`config.mk`:
```
export PLATFORM = sky130hd
export DESIGN_NAME = scan_decoder
export DESIGN_NICKNAME = d
export VERILOG_FILES = /design/src/rtl/scan_decoder.sv
export SDC_FILE = /design/constraint.sdc
export NUM_CORES = 1
export LEC_CHECK = 0
export CAP_MARGIN = 20
export CORE_UTILIZATION = 30
export CTS_BUF_LIST = sky130_fd_sc_hd__clkbuf_4 sky130_fd_sc_hd__clkbuf_8
export CTS_CLUSTER_SIZE = 30
export DETAILED_ROUTE_END_ITERATION = 6
export RECOVER_POWER = 50
export SETUP_SLACK_MARGIN = 0.4
export SYNTH_ARGS = -nofsm -noshare
export SYNTH_HDL_FRONTEND = slang
export SYNTH_SLANG_ARGS = --single-unit
```
`constraint.sdc`:
```
create_clock -name clk -period 1.6 [get_ports clk]
set_input_delay 0.32 -clock clk [delete_from_list [all_inputs] [get_ports clk]]
set_output_delay 0.32 -clock clk [all_outputs]
set_load 0.005 [all_outputs]
```
`src/rtl/scan_decoder.sv`:
```
// One-hot select decoder with registered outputs.
// Direct mode decodes sel; scan mode walks every line with a fixed dwell.
module scan_decoder #(
  parameter int N          = 3,
  parameter int DWELL      = 4,
  parameter int ACTIVE_LOW = 0
) (
  input  logic           clk,
  input  logic           rst,
  input  logic           en,
  input  logic           mode,
  input  logic [N-1:0]   sel,
  output logic [2**N-1:0] out,
  output logic [N-1:0]   cur_idx,
  output logic           wrap
);

  localparam int M  = 2**N;
  localparam int CW = (DWELL > 1) ? $clog2(DWELL) : 1;

  localparam logic [M-1:0]  ONE      = 1;
  localparam logic [M-1:0]  INACTIVE = {M{ACTIVE_LOW != 0}};
  localparam logic [CW-1:0] LAST     = CW'(DWELL - 1);

  typedef enum logic [1:0] {
    IDLE,
    DIRECT,
    SCAN
  } state_t;

  state_t        state, state_n;
  logic [CW-1:0] cnt, cnt_n;
  logic [N-1:0]  idx_n;
  logic [M-1:0]  hot_n;
  logic [M-1:0]  out_n;
  logic          wrap_n;

  always_ff @(posedge clk) begin
    if (rst) begin
      state   <= IDLE;
      out     <= INACTIVE;
      cur_idx <= '0;
      wrap    <= 1'b0;
      cnt     <= '0;
    end else begin
      state   <= state_n;
      out     <= out_n;
      cur_idx <= idx_n;
      wrap    <= wrap_n;
      cnt     <= cnt_n;
    end
  end

  always_comb begin
    state_n = IDLE;
    idx_n   = cur_idx;
    cnt_n   = '0;
    wrap_n  = 1'b0;
    hot_n   = '0;
    if (en) state_n = mode ? SCAN : DIRECT;
    unique case (state_n)
      IDLE: begin
        hot_n = '0;
      end
      DIRECT: begin
        idx_n = sel;
        hot_n = ONE << sel;
      end
      SCAN: begin
        // Entering scan always restarts at line 0.
        if (state != SCAN) begin
          idx_n = '0;
        end else if (cnt == LAST) begin
          idx_n  = cur_idx + 1'b1;
          wrap_n = &cur_idx;
        end else begin
          cnt_n = cnt + 1'b1;
        end
        hot_n = ONE << idx_n;
      end
      default: begin
        hot_n = '0;
      end
    endcase
    out_n = (ACTIVE_LOW != 0) ? ~hot_n : hot_n;
  end

endmodule
```
==> summary.txt <==
Worst setup path
  – Critical path fanouts, max: 5
  – Reg2Reg Launch Point: cnt[1]
  – Crit. End Element: flop
  – Critical path startpoint category: flop
  – FF-to-FF End: cur_idx[1]
  – CP arrival: between 1.5 and 2 ns
  – Critical path type: flop to flop
  – CP Cell Sequence: ha_4, mux2i_4, a2bb2oi_4, a211oi_2
  – Crit-path slowest cell: dfxtp_1
  – FF-to-FF setup slack: 0.24 ns
  – WP data required: approximately 1.8 ns
  – CP peak stage delay: about 0.40 ns
  – Worst Reg-to-Reg Cells: 4

Synthesis
  – Post-Synth Simple-Gate Area: 21.2%
  – Sequential fraction of the synthesis area: 51.7%
  – Syn. warnings: 0
  – Synthesized area per cell: 10.9 sq um
  – Synth Area in Adders: approximately 8%
  – Post-synthesis xor/xnor area fraction: 1.41%
  – Mux cell area share after synthesis: about 3.2%
  – Largest family of logic cells by synthesized area: simple AND/OR/NAND/NOR gates
  – Post-synthesis cell count: between 50 and 60
  – Mapped Area: 619 sq um
  – Synth unique cells: 21
  – Synth Area in Compound Gates: 11.9%
  – Synthesized Nets: 68
  – FF+latch count, synth: 16

Power and ir drop
  – Total power: 827 uW
  – Pwr Density: about 720 nW/um^2
  – VDD IR max: around 0.00052 V
  – Pleak: 0.459 nW

Placed design
  – Pre-CTS WS: -0.123 ns
  – Cells after DPL: 105
  – Final RePlAce weighted congestion: 0.744
  – Post-place instance area: approximately 900 sq um
  – DP HPWL: 999 um
  – Port buffer count: 18

Clock tree
  – Clock root cell: clkbuf_4
  – CTS clock-pin slew for the worst setup and hold paths: about 0.09 ns
  – Clk sink count: 16
  – TritonCTS Buffers: 3
  – Clock Path Buffers: 2
  – H-Tree Depth: 1
  – Clk Latency, worst-skew pair: 0.28 ns
  – CTS tree: done

Timing
  – Final Cycle Share: between 80% and 90%
  – Number of setup violations in the final report: 0
  – Worst setup margin: between 0.2 and 0.25 ns
  – Setup_tns: 0 ns
  – RSZ-0062 raised after global routing: yes
  – Max Clock Freq: 737 MHz
  – Worst slew pin tran: 0.337 ns
  – Clock Skews: 0.00183 ns
  – Tmin final: 1.36 ns
  – Fin. Hold Viols: 0
  – Fin Hold WS: 0.370 ns
  – Final slew viol count: 0
  – Max-Slew Margin vs Limit: 77.5%

Floorplan
  – CORE AREA: around 1900 sq um
  – I/O Pins: 19
  – Die width: 47.4 um
  – Initial Util: 31.9%
  – Die area: 2250 sq um
  – Die Span Y: 47.4 um
  – Rows: 16

Finish
  – ANT cells: 0
  – Final instance area: 1140 sq um
  – Layout Nets: 101
  – Most common cell after layout, fill and taps aside: dfxtp_1
  – Layout cell share with drive strength beyond 1: between 40% and 50%
  – Final Core Density: 58.8%
  – Final cell count without fillers: roughly 120
  – Synth-to-layout area growth: 84.2%
  – Commonest non-fill, non-tap cells in the layout: dfxtp_1 (13), dlygate4sd2_1 (11), buf_4 (9), nor2_1 (5)

Route
  – Vias/cell: 4.92
  – Antenna viol nets, final: 0
  – Final WL: about 1600 um
  – Pre-antenna DRT Iters: 2
  – Drt wl/cell: 13.9 um
  – Post-route DRC: 0
  – DRT iter0 DRCs: 9
  – Via count: 571

Flow run
  – Max capacitance violation total: 0

Global routing
  – Initial antenna violation count: 0
  – Met3 Use GR: 3.40%
  – Vias in the first global route: 495
  – First-pass GRT wire length: 2280 um
  – Global routing usage on met1: 21.6%
  – Gr ovfl total: 0
  – Grt met2 use: 21.1%
  – Largest net degree at the start of global routing: 10
  – Total Routing Usage GR: roughly 15%
  – GRT busiest layer: met1

Worst hold path
  – Hold endpoint: cur_idx[1]
  – Hold Crit Start: rst
  – Class of the worst hold path: input port to flop
  – Hold depth: 2

Outcome
  – Status: complete, no violations
## routing by layer
layer	share of wire [%]	wire length (um)
met5	0	0
met3	3.4	55
met4	1.6	26
met2	50	803
met1	45	731
## area by class of cell
cell class / count / area, sq um
multi-input cells: 38 / 484
repair buffers: 30 / 251
flip-flops and latches: 16 / 332
inverters: 1 / 3.75
clock buffers: 4 / 36.3
fillers: 171 / 801
well taps: 27 / 33.8
## state kept, by name (all words and copies together) (netlist names)
register / cells
wrap: 1
cur_idx: 3
cnt: 2
out: 8
state: 2
## synthesized netlist by cell type
cell type | number | area [sq um]
o2bb2ai_1 | 2 | 17.5
clkbuf_1 | 1 | 3.75
a211oi_1 | 2 | 15.0
buf_4 | 1 | 7.51
inv_1 | 1 | 3.75
nand2b_1 | 1 | 6.26
nor3_1 | 5 | 25.0
nor4b_1 | 1 | 8.76
dfxtp_1 | 16 | 320
xnor2_1 | 1 | 8.76
nor4_1 | 5 | 31.3
o22a_2 | 1 | 10.0
a2bb2oi_1 | 2 | 17.5
nor2_1 | 5 | 18.8
nand4b_4 | 1 | 23.8
o221ai_1 | 1 | 8.76
ha_1 | 4 | 50.1
o21ai_0 | 1 | 5.00
nor2b_1 | 1 | 6.26
mux2i_1 | 2 | 20.0
nand2_1 | 3 | 11.3
## critical path: cells and delay by family (launching register included)
family,cells,cell delay [ns]
flops,1,0.40
compound gates,2,0.36
mux,1,0.29
fa+ha+maj,1,0.20
## logic make-up after synthesis
| kind of cell | Yosys count |
|---|---|
| adders and majority gates | 4 |
| xor gates and xnor gates | 1 |
| buffers and inverters | 3 |
| DFF | 16 |
| AOI/OAI and AO/OA | 9 |
| and+or+nand+nor | 22 |
| muxes | 2 |
## report_power, final
group / switching [mW] / internal (mW) / leakage (nW)
combinational: 0.0743 / 0.0774 / 0.306
clock: 0.125 / 0.139 / 0.0210
sequential: 0.00703 / 0.406 / 0.132
## worst max-delay path by stage
stage | start | end | slack, ns | cells after the start
after floorplan | cur_idx[0] | out[5] | 0.33 | 5
after CTS | cur_idx[1] | out[6] | 0.26 | 5
after global placement | mode | out[6] | -0.11 | 4
final | cnt[1] | cur_idx[1] | 0.24 | 4
after detailed placement | mode | out[6] | -0.12 | 4
after global routing | cnt[1] | out[6] | 0.16 | 4
## repair_timing
item / in CTS / in global routing
hold buffers: 0 / 0
resized for setup: 42 / 10
cloned: 0 / 0
endpoints found under the hold margin: 0 / 0
buffers inserted: 5 / 2
pin swaps: 9 / 6
setup endpoints to repair: 25 / 16
Note: power is estimated with default switching activity, not from simulation.
